`src/rtl/uart_pkg.sv`:
```
// Shared UART definitions: transmit-queue sequencer states, strobe polarity
// and common ASCII control bytes.
package uart_pkg;

  typedef enum logic [1:0] {TQIdle, TQLoad, TQWaitDone, TQGap} TxQState;

  localparam logic       TX_EN_ACTIVE = 1'b0;
  localparam logic [7:0] ASCII_CR     = 8'h0D;
  localparam logic [7:0] ASCII_LF     = 8'h0A;

endpackage

```
`src/rtl/uart_tx_queue_if.sv`:
```
// Producer-side queue signals plus the UARTTx strobe/completion pair.
interface uart_tx_queue_if #(parameter int DEPTH = 8);

  localparam int LW = $clog2(DEPTH) + 1;

  logic          push;
  logic [7:0]    push_data;
  logic          full;
  logic          empty;
  logic [LW-1:0] level;
  logic          overflow;
  logic          busy;
  logic          tx_en;
  logic [7:0]    tx_byte;
  logic          tx_complete;

  modport master (
    output push, push_data, tx_complete,
    input  full, empty, level, overflow, busy, tx_en, tx_byte
  );

  modport slave (
    input  push, push_data, tx_complete,
    output full, empty, level, overflow, busy, tx_en, tx_byte
  );

endinterface

```
`src/rtl/sync_fifo.sv`:
```
// Synchronous FIFO with registered full/empty/level and a sticky overflow flag.
module sync_fifo #(
  parameter int WIDTH = 8,
  parameter int DEPTH = 8
) (
  input  logic                   clk,
  input  logic                   reset,
  input  logic                   push,
  input  logic [WIDTH-1:0]       push_data,
  input  logic                   pop,
  output logic [WIDTH-1:0]       pop_data,
  output logic                   full,
  output logic                   empty,
  output logic [$clog2(DEPTH):0] level,
  output logic                   overflow
);

  localparam int             AW       = $clog2(DEPTH);
  localparam logic [AW:0]    LVL_ONE  = (AW+1)'(1);
  localparam logic [AW:0]    LVL_FULL = (AW+1)'(DEPTH);
  localparam logic [AW-1:0]  PTR_ONE  = AW'(1);

  logic [WIDTH-1:0] mem [DEPTH];
  logic [AW-1:0]    wr_ptr;
  logic [AW-1:0]    rd_ptr;
  logic [AW:0]      level_nxt;
  logic             wr;
  logic             rd;

  // full comes from the registered level, so a push while full is dropped
  // even if a pop frees a slot in the same cycle.
  assign wr       = push && !full;
  assign rd       = pop && !empty;
  assign pop_data = mem[rd_ptr];

  always_comb begin
    level_nxt = level;
    case ({wr, rd})
      2'b10:   level_nxt = level + LVL_ONE;
      2'b01:   level_nxt = level - LVL_ONE;
      default: level_nxt = level;
    endcase
  end

  always_ff @(posedge clk) begin
    if (wr) mem[wr_ptr] <= push_data;
  end

  always_ff @(posedge clk) begin
    if (reset) begin
      wr_ptr   <= '0;
      rd_ptr   <= '0;
      level    <= '0;
      full     <= 1'b0;
      empty    <= 1'b1;
      overflow <= 1'b0;
    end else begin
      if (wr) wr_ptr <= wr_ptr + PTR_ONE;
      if (rd) rd_ptr <= rd_ptr + PTR_ONE;
      level <= level_nxt;
      full  <= (level_nxt == LVL_FULL);
      empty <= (level_nxt == '0);
      if (push && full) overflow <= 1'b1;
    end
  end

endmodule

```
`src/rtl/uart_tx_queue.sv`:
```
// Byte queue feeding UARTTx: one active-low tx_en strobe per queued byte,
// each next byte waits for a tx_complete rising event plus a fixed idle gap.
module uart_tx_queue
  import uart_pkg::*;
#(
  parameter int DEPTH      = 8,
  parameter int GAP_CYCLES = 2
) (
  input  logic             clk,
  input  logic             reset,
  uart_tx_queue_if.slave   bus
);

  localparam int            GW       = (GAP_CYCLES > 1) ? $clog2(GAP_CYCLES) : 1;
  localparam logic [GW-1:0] GAP_LOAD = GW'((GAP_CYCLES > 0) ? GAP_CYCLES - 1 : 0);
  localparam logic [GW-1:0] GAP_ONE  = GW'(1);

  TxQState       state;
  TxQState       state_nxt;
  logic [GW-1:0] gap_cnt;
  logic [GW-1:0] gap_cnt_nxt;
  logic          tx_en_nxt;
  logic          pop;
  logic          tx_complete_q;
  logic          rise;
  logic [7:0]    head;

  sync_fifo #(.WIDTH(8), .DEPTH(DEPTH)) u_fifo (
    .clk       (clk),
    .reset     (reset),
    .push      (bus.push),
    .push_data (bus.push_data),
    .pop       (pop),
    .pop_data  (head),
    .full      (bus.full),
    .empty     (bus.empty),
    .level     (bus.level),
    .overflow  (bus.overflow)
  );

  // Edge detect works for both a done pulse and an idle-high done level.
  assign rise     = bus.tx_complete && !tx_complete_q;
  assign bus.busy = (state != TQIdle);

  always_comb begin
    state_nxt   = state;
    gap_cnt_nxt = gap_cnt;
    tx_en_nxt   = ~TX_EN_ACTIVE;
    pop         = 1'b0;
    case (state)
      TQIdle: if (!bus.empty) state_nxt = TQLoad;
      TQLoad: begin
        tx_en_nxt = TX_EN_ACTIVE;
        pop       = 1'b1;
        state_nxt = TQWaitDone;
      end
      TQWaitDone: begin
        if (rise) begin
          if (GAP_CYCLES == 0) begin
            state_nxt = bus.empty ? TQIdle : TQLoad;
          end else begin
            gap_cnt_nxt = GAP_LOAD;
            state_nxt   = TQGap;
          end
        end
      end
      TQGap: begin
        if (gap_cnt == '0) state_nxt = bus.empty ? TQIdle : TQLoad;
        else               gap_cnt_nxt = gap_cnt - GAP_ONE;
      end
      default: state_nxt = TQIdle;
    endcase
  end

  always_ff @(posedge clk) begin
    if (reset) begin
      state         <= TQIdle;
      gap_cnt       <= '0;
      bus.tx_en     <= ~TX_EN_ACTIVE;
      bus.tx_byte   <= 8'h00;
      tx_complete_q <= 1'b1;
    end else begin
      state         <= state_nxt;
      gap_cnt       <= gap_cnt_nxt;
      bus.tx_en     <= tx_en_nxt;
      tx_complete_q <= bus.tx_complete;
      if (state == TQLoad) bus.tx_byte <= head;
    end
  end

endmodule

```
`src/flat_wrapper.sv`:
```
// flat-port wrapper written by rule: the top's interface ports become plain ports
module uart_tx_queue_flat import uart_pkg::*;
#(
  parameter int DEPTH      = 8,
  parameter int GAP_CYCLES = 2
)
  (clk, reset, bus_push, bus_push_data, bus_tx_complete, bus_full, bus_empty, bus_level, bus_overflow, bus_busy, bus_tx_en, bus_tx_byte);
  uart_tx_queue_if #(.DEPTH(DEPTH)) bus_i ();
  input  logic clk;
  input  logic reset;
  input wire logic [$bits(bus_i.push)-1:0] bus_push;
  input wire logic [$bits(bus_i.push_data)-1:0] bus_push_data;
  input wire logic [$bits(bus_i.tx_complete)-1:0] bus_tx_complete;
  output wire logic [$bits(bus_i.full)-1:0] bus_full;
  output wire logic [$bits(bus_i.empty)-1:0] bus_empty;
  output wire logic [$bits(bus_i.level)-1:0] bus_level;
  output wire logic [$bits(bus_i.overflow)-1:0] bus_overflow;
  output wire logic [$bits(bus_i.busy)-1:0] bus_busy;
  output wire logic [$bits(bus_i.tx_en)-1:0] bus_tx_en;
  output wire logic [$bits(bus_i.tx_byte)-1:0] bus_tx_byte;
  assign bus_i.push = bus_push;
  assign bus_i.push_data = bus_push_data;
  assign bus_i.tx_complete = bus_tx_complete;
  assign bus_full = bus_i.full;
  assign bus_empty = bus_i.empty;
  assign bus_level = bus_i.level;
  assign bus_overflow = bus_i.overflow;
  assign bus_busy = bus_i.busy;
  assign bus_tx_en = bus_i.tx_en;
  assign bus_tx_byte = bus_i.tx_byte;
  uart_tx_queue #(.DEPTH(DEPTH), .GAP_CYCLES(GAP_CYCLES)) u_core (.clk(clk), .reset(reset), .bus(bus_i));
endmodule
```
`config.mk`:
```
export PLATFORM = sky130hd
export DESIGN_NAME = uart_tx_queue_flat
export DESIGN_NICKNAME = d
export VERILOG_FILES = /design/src/rtl/uart_pkg.sv /design/src/rtl/uart_tx_queue_if.sv /design/src/rtl/sync_fifo.sv /design/src/rtl/uart_tx_queue.sv /design/src/flat_wrapper.sv
export SDC_FILE = /design/constraint.sdc
export NUM_CORES = 1
export LEC_CHECK = 0
export CORE_MARGIN = 10
export CORE_UTILIZATION = 61
export CTS_CLUSTER_DIAMETER = 150
export CTS_CLUSTER_SIZE = 20
export DETAILED_ROUTE_END_ITERATION = 6
export PLACE_DENSITY = 0.83
export SLEW_MARGIN = 20
export SYNTH_ARGS = -nofsm -noshare
export SYNTH_HDL_FRONTEND = slang
export SYNTH_SLANG_ARGS = --single-unit
```
`constraint.sdc`:
```
create_clock -name clk -period 3.9 [get_ports clk]
set_input_delay 0.585 -clock clk [delete_from_list [all_inputs] [get_ports clk]]
set_output_delay 0.585 -clock clk [all_outputs]
set_load 0.03 [all_outputs]
```
Word-level counts from Yosys, hierarchy flattened
Memories as Yosys holds them, arrays and structs flattened. A register that Yosys moved wholly into a read port is not among the register bits.
Cells that the tools add are included.
{ "word_totals": {"ff_bits": 18, "latch_bits": 0, "ram_bits": 64, "mem_bits_ro": 0, "inputBits": 12, "output_inout_bits": 17, "wordCells": 51, "memories": 1} }
{ "mem_list": {"columns": ["name", "depth", "word_bits", "read_ports", "rd_ports_with_merged_regs", "write_ports", "line", "text"], "rows": [
  ["u_core.u_fifo.mem", 8, 8, 1, 1, 1, "sync_fifo.sv:23", "logic [WIDTH-1:0] mem [DEPTH];"]
]} }
{ "classes": {"n_addsub": 5, "n_mul": 0, "n_div": 0, "n_lt_le_gt_ge": 0, "eq_ne": 9, "n_shift": 0, "n_mux": 13, "bitwise_logic": 0, "n_reduce_logical": 13} }
{ "ops": {"columns": ["operator", "count"], "rows": [
  ["one-hot mux 2 bit (4 select lines)", 1],
  ["one-hot mux 4 bit (2 select lines)", 1],
  ["two-way mux 1 bit", 7],
  ["adder 3 x 1 -> 3 bit, second input constant", 2],
  ["== test 2 bit, second input constant", 3],
  ["two-way mux 2 bit", 3],
  ["adder 4 x 1 -> 4 bit, second input constant", 1],
  ["== test 2 x 1 -> 1 bit, second input constant", 2],
  ["== test 4 bit, second input constant", 1],
  ["logical AND 1 bit", 4],
  ["logical NOT 4 bit", 1],
  ["inequality test 2 bit, second input constant", 2],
  ["nonzero test 2 bit", 2],
  ["subtractor 4 x 1 -> 4 bit, second input constant", 1],
  ["logical NOT 1 bit", 3],
  ["AND reduction 3 bit", 1],
  ["logical NOT 2 bit", 1],
  ["inequality test 2 x 1 -> 1 bit, second input constant", 1],
  ["one-hot mux 1 bit (2 select lines)", 1],
  ["AND reduction 2 bit", 1],
  ["subtractor 1 bit, second input constant", 1]
]} }

Longest topological paths before layout
Gate-level depths: netlist (run 1).
{ "logic_depth": {"depth_word": 6, "depth_mapped": 13, "depth_no_buf": 12} }

Modules after synthesis
Synthesis (run 1) repeated with hierarchy kept, for this count alone.
{ "hier_totals": {"cells_unflattened": 236, "area_unflattened_um2": 3723.6} }
{ "modules_own_cells": {"columns": ["mod", "n_inst", "cells_per_inst", "area_per_inst_um2", "seq_area_each_um2"], "rows": [
  ["sync_fifo", 1, 179, 3151.8, 2242.2],
  ["uart_tx_queue", 1, 57, 571.8, 260.2]
]} }

Worst setup path before layout (run 1)
OpenSTA, ideal clock, no wires.
{ "synth_path": {"kind": "in2reg", "from": "input port bus_push", "to": "register u_core.u_fifo.empty", "setup_time_ns": 0.116, "arrival_ns": 2.076, "t_required_ns": 3.784, "slack_ns": 1.707, "stages": 9, "n_path_buf": 1, "path_cell_list": "nor2b_2 > buf_6 > inv_8 > ha_1 > and4b_1 > o21ai_1 > a221oi_2 > xnor2_1 > a31o_2"} }
{ "synth_via": {"elab_chain_cells": 4, "elab_cells_between_ends": 5, "classes_between": "eq/ne (2); mux (1); reduce/logical (2)"} }
{ "synth_lines": {"columns": ["element", "line", "text"], "rows": [
  ["from (decl)", "flat_wrapper.sv:11", "input wire logic [$bits(bus_i.push)-1:0] bus_push;"],
  ["logical AND 1 bit *", "sync_fifo.sv:32", "assign wr = push && !full;"],
  ["== test 2 x 1 -> 1 bit or == test 2 bit (tied branches)", "sync_fifo.sv:38", "case ({wr, rd})"],
  ["one-hot mux 4 bit (2 select lines) *", "sync_fifo.sv:38", null],
  ["logical NOT 4 bit *", "sync_fifo.sv:62", "empty <= (level_nxt == '0);"],
  ["to (signal assigned)", "sync_fifo.sv:62", null],
  ["to (decl)", "sync_fifo.sv:13", "output logic empty,"]
]} }
Every way passes the cells marked *; elsewhere a longest branch is shown, timed or not.
A chain may end at the register's enable or synchronous reset.

Final worst setup path (run 1)
Ends and elaborated chain as after synthesis.

==> results.tsv, run 1 <==
stage	metric	value	unit
outcome	outcome	finished clean	
die	die_w	97.10	microns
sta	setup_viol_count_final	0	
critical_path	crit-reg2reg-launch	u_core.state[1]	
logic_synthesis	ys_seq_area_share	67.36	%
clocking	cts_buffers	9	
logic_synthesis	synth_top_area_share	53.00	%
critical_path	r2r_cells	11	
sta	finalHoldViolations	0	
clocking	post-cts-setup-buffers	0	
clocking	path_clk_slew	80	ps
route	vias_per_cell	5.765	
sta	min_period	2653	ps
critical_path	crit_family	simple AND/OR/NAND/NOR gates	
sta	fin_crit_sh	68.03	%
critical_path	worst-path-buf-inv	2	
run	drv_cap	0	
die	die_h	97.10	microns
die	rows	28	
critical_path	critPathArrivalTime	2900	ps
grt	grt_antenna_before_repair	0	
grt	grt.total_usage	14.26	%
critical_path	path_cells	clkdlybuf4s50_1, nor2b_2, inv_8, ha_1, and4b_1, o21ai_1, a221oi_2, xnor2_1, a31o_2	
min_path	hp-start	u_core.u_fifo.overflow	
pwr	ir_worst_vdd	345.8	uV
clocking	cts_buffer_depth	2	
critical_path	crit_required	4150	ps
sta	fmax	0.3769	GHz
layout	diodes	0	
logic_synthesis	synth_warnings	0	
grt	grt_overflow_total	0	
sta	hold_ws	482.6	ps
clocking	cts.sinks	90	
logic_synthesis	syn_area_per_cell	15.83	sq um
logic_synthesis	synth_edf_count	64	
placed_design	dpl_cell_area	3986	sq um
route	drt_iter0_markers	109	
clocking	cts_resized	0	
critical_path	critPathSlowestCell	clkdlybuf4s50_1	
die	coreArea	5851	sq um
critical_path	worstSetupEndpointType	flop	
layout	nNetsFinal	285	
grt	grt_pass1_vias	1971	
grt	grt_pass1_wl	10520	microns
clocking	clock-root-buffer	clkbuf_8	
critical_path	worstSetupPathType	in -> reg	
die	initial_core_util	61.98	%
placed_design	dp.cells	328	
layout	final_cell_mix	edfxtp_1, clkdlybuf4s50_1, dfxtp_1	
route	antenna_left	0	
route	met2_length	3094	microns
layout	num-fill-cells	366	
logic_synthesis	syn_area	3626	sq um
pwr	p_leak	0.001394	uW
layout	stdcell_count	344	
route	drt-met1-wl	2827	microns
clocking	worstSkewPairLatency	360	ps
layout	final_util	71.79	%
sta	rsz0062_at_grt	false	
placed_design	io_buffers	28	
clocking	htree_levels	3	
logic_synthesis	synth_flop_cell	edfxtp_1	
min_path	hp-class	reg -> reg	
pwr	p_per_area	594.5	nW/um^2
route	drt-total-wl	6523	microns
logic_synthesis	synth_area_leaders	edfxtp_1, dfxtp_1, mux4_2, ha_1, mux2i_1	
placed_design	hpwl	4304	microns
route	wire_per_inst	18.96	microns
die	die_area	9428	sq um
critical_path	regToRegSetupSlack	1460	ps
die	pin_count	29	
critical_path	cp_slowest_stage_delay	470	ps
clocking	ctsHoldBuffers	0	
critical_path	crit_fanout	9	
logic_synthesis	synth_largest_area_cell	edfxtp_1	
sta	clock_skew	9.568	ps
critical_path	critPathLaunchType	primary input	
layout	final_common_cell	edfxtp_1	
grt	grt_max_degree	27	
sta	relSlewSlack	36.52	%
route	drc	0	
clocking	cts_tree	done	
min_path	hold_end	u_core.u_fifo.overflow	
critical_path	r2r-end	u_core.u_fifo.empty	
route	top_layer	met4	
logic_synthesis	synth.distinct_cells	39	
logic_synthesis	syn_nets	250	
route	dr.pass1.iters	4	
sta	tns	0	ps
placed_design	gp_congestion	0.7616	
route	vias	1983	
min_path	hold_depth	2	
logic_synthesis	postSynth.asyncResetShare	0	%
logic_synthesis	yosys_register_bits	90	
route	wl_met3	365	microns
sta	tightest_slew	950.8	ps
sta	drv_slew	0	
layout	drive_gt1_share	17.47	%
layout	area_delta_synth_final	15.84	%
layout	fin_area	4200	sq um
logic_synthesis	synth_cells	229	
registers in the layout, indices dropped and copies added (netlist names), 2 cells and up:
name                  count
u_core.u_fifo.mem        64
u_core.bus.tx_byte        8
u_core.u_fifo.level       4
u_core.u_fifo.rd_ptr      3
u_core.u_fifo.wr_ptr      3
u_core.state              2
through the flow:
step | total power, uW | worst slack [ps]
floorplan | 1654 | 1707
global placement | 1840 | 958.8
detailed placement | 1863 | 890.8
CTS | 2522 | 1264
global route | 2623 | 1008
finish | 2497 | 1247
metal layers:
layer	up-vias	track usage, %
li1	945	-
met2	63	21.81
met3	18	3.841
met4	0	8.854
met5	-	0
met1	957	17.54
area by class of cell:
class / instances / area [sq um] / share of cell area (%)
clock buffers: 9 / 123.9 / 2.949
clock inverters: 7 / 90.09 / 2.145
inverters: 5 / 26.28 / 0.6256
multi-input cells: 122 / 1084 / 25.80
flip-flops and latches: 90 / 2442 / 58.15
well taps: 75 / 93.84 / 2.234
repair buffers: 36 / 340.3 / 8.102
worst max-delay path by stage:
| stage | startpoint | cells after the start | endpoint |
|---|---|---|---|
| floorplan | bus_push | 9 | u_core.u_fifo.empty |
| global route | bus_push | 9 | u_core.u_fifo.full |
| global placement | bus_push | 9 | u_core.u_fifo.empty |
| CTS | bus_push | 9 | u_core.u_fifo.empty |
| detailed placement | bus_push | 9 | u_core.u_fifo.empty |
| finish | bus_push | 9 | u_core.u_fifo.empty |
tightest hold or removal path: cells and delay by family (launching register included):
| family | cells | cell delay (ps) |
|---|---|---|
| compound gates | 1 | 40 |
| simple gates | 1 | 70 |
| flops | 1 | 340 |
Yosys cell counts, types with 2 or more instances:
master,n
nand2_1,11
mux2i_1,9
nor3_1,7
inv_1,3
mux4_2,16
dfxtp_1,26
nand2b_1,5
ha_1,9
edfxtp_1,64
a21oi_1,6
clkbuf_1,5
xnor2_1,5
buf_4,3
buf_2,2
buf_6,2
xor2_1,2
nor2_1,22
o22ai_1,2
nor3b_1,3
a211oi_1,8
report_power, final:
group	leakage [uW]	switching [uW]	internal [uW]
Sequential	0.000795	83.9	1110
Combinational	0.000490	344	297
Clock	0.000110	347	314
kinds of logic after synthesis:
group,after synthesis,synth area share [%]
DFF,90,67.36
and+or+nand+nor,57,8.006
AOI/OAI and AO/OA,24,4.658
buffers and inverters,17,2.760
muxes,25,12.42
adders and majority gates,9,3.106
xor gates and xnor gates,7,1.691
No activity file was read; power rests on OpenSTA's default activity.
==> inputs of run 2 (changes only) <==
--- a/config.mk
+++ b/config.mk
@@ -6,11 +6,11 @@
 export NUM_CORES = 1
 export LEC_CHECK = 0
 export CORE_MARGIN = 10
-export CORE_UTILIZATION = 61
+export CORE_UTILIZATION = 52
 export CTS_CLUSTER_DIAMETER = 150
 export CTS_CLUSTER_SIZE = 20
 export DETAILED_ROUTE_END_ITERATION = 6
-export PLACE_DENSITY = 0.83
+export PLACE_DENSITY = 0.75
 export SLEW_MARGIN = 20
 export SYNTH_ARGS = -nofsm -noshare
 export SYNTH_HDL_FRONTEND = slang
==> constraint.sdc (replaced) <==
create_clock -name clk -period 2.2 [get_ports clk]
set_input_delay 0.33 -clock clk [delete_from_list [all_inputs] [get_ports clk]]
set_output_delay 0.33 -clock clk [all_outputs]
set_load 0.03 [all_outputs]
==> run 2 against run 1 <==
Global-route usage is 2.3 points lower. Critical endpoint is now u_core.u_fifo.full. Clock skew rose by 0.98 ps. Largest cell class unchanged. Critical path type unchanged. Clock-buffer cell count stayed put. Clock power rose by 77%.
==> results.tsv, run 2 (synthesized netlist as in run 1, its figures left out) <==
stage	metric	value	unit
outcome	outcome	finished clean	
grt	grt_pass1_vias	2040	
critical_path	path_depth	9	
critical_path	crit_family	simple AND/OR/NAND/NOR gates	
critical_path	crit_required	2450	ps
critical_path	crit_start	bus_push	
sta	setup_viol_count_final	0	
die	die_w	103.5	microns
route	wire_per_inst	16.94	microns
critical_path	critPathArrivalTime	2410	ps
critical_path	critPathLaunchType	primary input	
route	drc	0	
die	coreArea	6794	sq um
grt	grt_antenna_before_repair	0	
critical_path	worstSetupEndpoint	u_core.u_fifo.full	
pwr	total_power	4546	uW
route	drt-total-wl	6387	microns
layout	top_register	u_core.u_fifo.mem	
placed_design	hpwl	4203	microns
sta	fin_ws	46.50	ps
sta	drv_slew	0	
die	rows	30	
grt	grt_overflow_total	0	
grt	grt.total_usage	11.96	%
layout	final_util	64.51	%
layout	final_common_cell	edfxtp_1	
critical_path	worst-path-buf-inv	2	
layout	final_cell_mix	edfxtp_1, clkdlybuf4s50_1, dfxtp_1	
clocking	htree_levels	3	
layout	drive_gt1_share	25.62	%
sta	min_period	2154	ps
critical_path	crit-reg2reg-launch	u_core.state[1]	
min_path	hp-class	reg -> reg	
layout	diodes	0	
route	drt_iter0_markers	78	
critical_path	r2r-end	u_core.u_fifo.full	
critical_path	r2r_cells	10	
sta	fmax	0.4644	GHz
clocking	cts.sinks	90	
sta	fin_crit_sh	97.89	%
route	dr.pass1.iters	4	
sta	tightest_slew	603.9	ps
die	die_area	10710	sq um
sta	clock_skew	10.55	ps
clocking	worstSkewPairLatency	350	ps
clocking	clock-root-buffer	clkbuf_8	
clocking	cts_tree	done	
pwr	p_per_area	1037	nW/um^2
route	antenna_left	0	
layout	area_delta_synth_final	20.88	%
critical_path	worstSetupPathType	in -> reg	
critical_path	crit_fanout	3	
die	initial_core_util	53.37	%
critical_path	cp_slowest_stage_delay	480	ps
pwr	p_leak	0.001467	uW
placed_design	gp_congestion	0.7716	
clocking	path_clk_slew	100	ps
run	drv_cap	0	
sta	finalHoldViolations	0	
sta	relSlewSlack	59.68	%
die	pin_count	29	
layout	nNetsFinal	297	
layout	top_regs	u_core.u_fifo.mem: 64 flops, u_core.bus.tx_byte: 8 flops, u_core.u_fifo.level: 4 flops	
placed_design	dpl_cell_area	4088	sq um
die	die_h	103.5	microns
grt	grt_pass1_wl	10430	microns
route	vias_per_cell	5.228	
critical_path	regToRegSetupSlack	50	ps
placed_design	io_buffers	28	
clocking	cts_buffers	9	
pwr	ir_worst_vdd	517.1	uV
clocking	cts_buffer_depth	2	
layout	largest_reg_flops	64	
critical_path	path_cells	clkdlybuf4s50_1, nor2b_4, inv_8, ha_2, and4b_2, o22ai_1, a221oi_2, xnor2_2, nor4bb_2	
sta	hold_ws	487.5	ps
placed_design	place_ws	-335.8	ps
route	vias	1971	
grt	grt_max_degree	19	
layout	fin_area	4383	sq um
critical_path	critPathSlowestCell	clkdlybuf4s50_1	
critical_path	worstSetupEndpointType	flop	
## run 2: changes by cell type in the layout (fill, tap and decap cells not counted), sizes merged
cell  delta
buf     +12
## run 2: per-stage QoR
stage / TNS (ps) / cells
3_5_place_dp: -1007 / 359
3_3_place_gp: -658.2 / 359
6_report: 0 / 377
4_1_cts: 0 / 375
5_1_grt: -121.8 / 377
2_1_floorplan: 0 / 229
## run 2: metal layers
| metal | routed length, microns | vias up | global-route usage (%) |
|---|---|---|---|
| met2 | 3155 | 41 | 19.01 |
| met3 | 248 | 5 | 3.284 |
| li1 | - | 966 | - |
| met5 | 0 | - | 0 |
| met4 | 51 | 0 | 4.435 |
| met1 | 2932 | 959 | 15.22 |
## run 2: what timing repair did
action / 4_1_cts / 5_1_grt
hold buffers: 0 / 0
setup buffers: 0 / 2
setup endpoints to repair: 2 / 3
gates resized for setup: 5 / 13
pin swaps: 2 / 4
## run 2: cell type report
type | count | area, sq um
Clock buffer | 9 | 123.9
Clock inverter | 7 | 92.59
Fill cell | 498 | 2411
Inverter | 5 | 28.78
Multi-Input combinational cell | 122 | 1140
Sequential cell | 90 | 2447
Tap cell | 96 | 120.1
Timing Repair Buffer | 48 | 430.4
## run 2: power by group
group	total [uW]	leakage, uW	switching, uW	internal, uW
clock	1170	0.000109	617	557
combinational	1280	0.000561	668	613
sequential	2090	0.000796	114	1980
total	4550	0.00147	1400	3150
## run 2: tightest hold or removal path, stage by stage (launching register included)
cell and delay (ps):
dfxtp_1 320, nor2_1 80, a211oi_1 50
## run 2: worst min path at each step
| stage | start | end | slack (ps) | depth (start not counted) |
|---|---|---|---|---|
| 2_1_floorplan | bus_push_data[0] | u_core.u_fifo.mem[0][0] | 430 | 0 |
| 4_1_cts | u_core.bus.tx_byte[0] | u_core.bus.tx_byte[0] | 490 | 2 |
| 6_report | u_core.bus.tx_byte[0] | u_core.bus.tx_byte[0] | 490 | 2 |
| 5_1_grt | u_core.bus.tx_byte[3] | u_core.bus.tx_byte[3] | 520 | 2 |
| 3_3_place_gp | u_core.u_fifo.overflow | u_core.u_fifo.overflow | 450 | 2 |
| 3_5_place_dp | u_core.bus.tx_byte[0] | u_core.bus.tx_byte[0] | 480 | 2 |
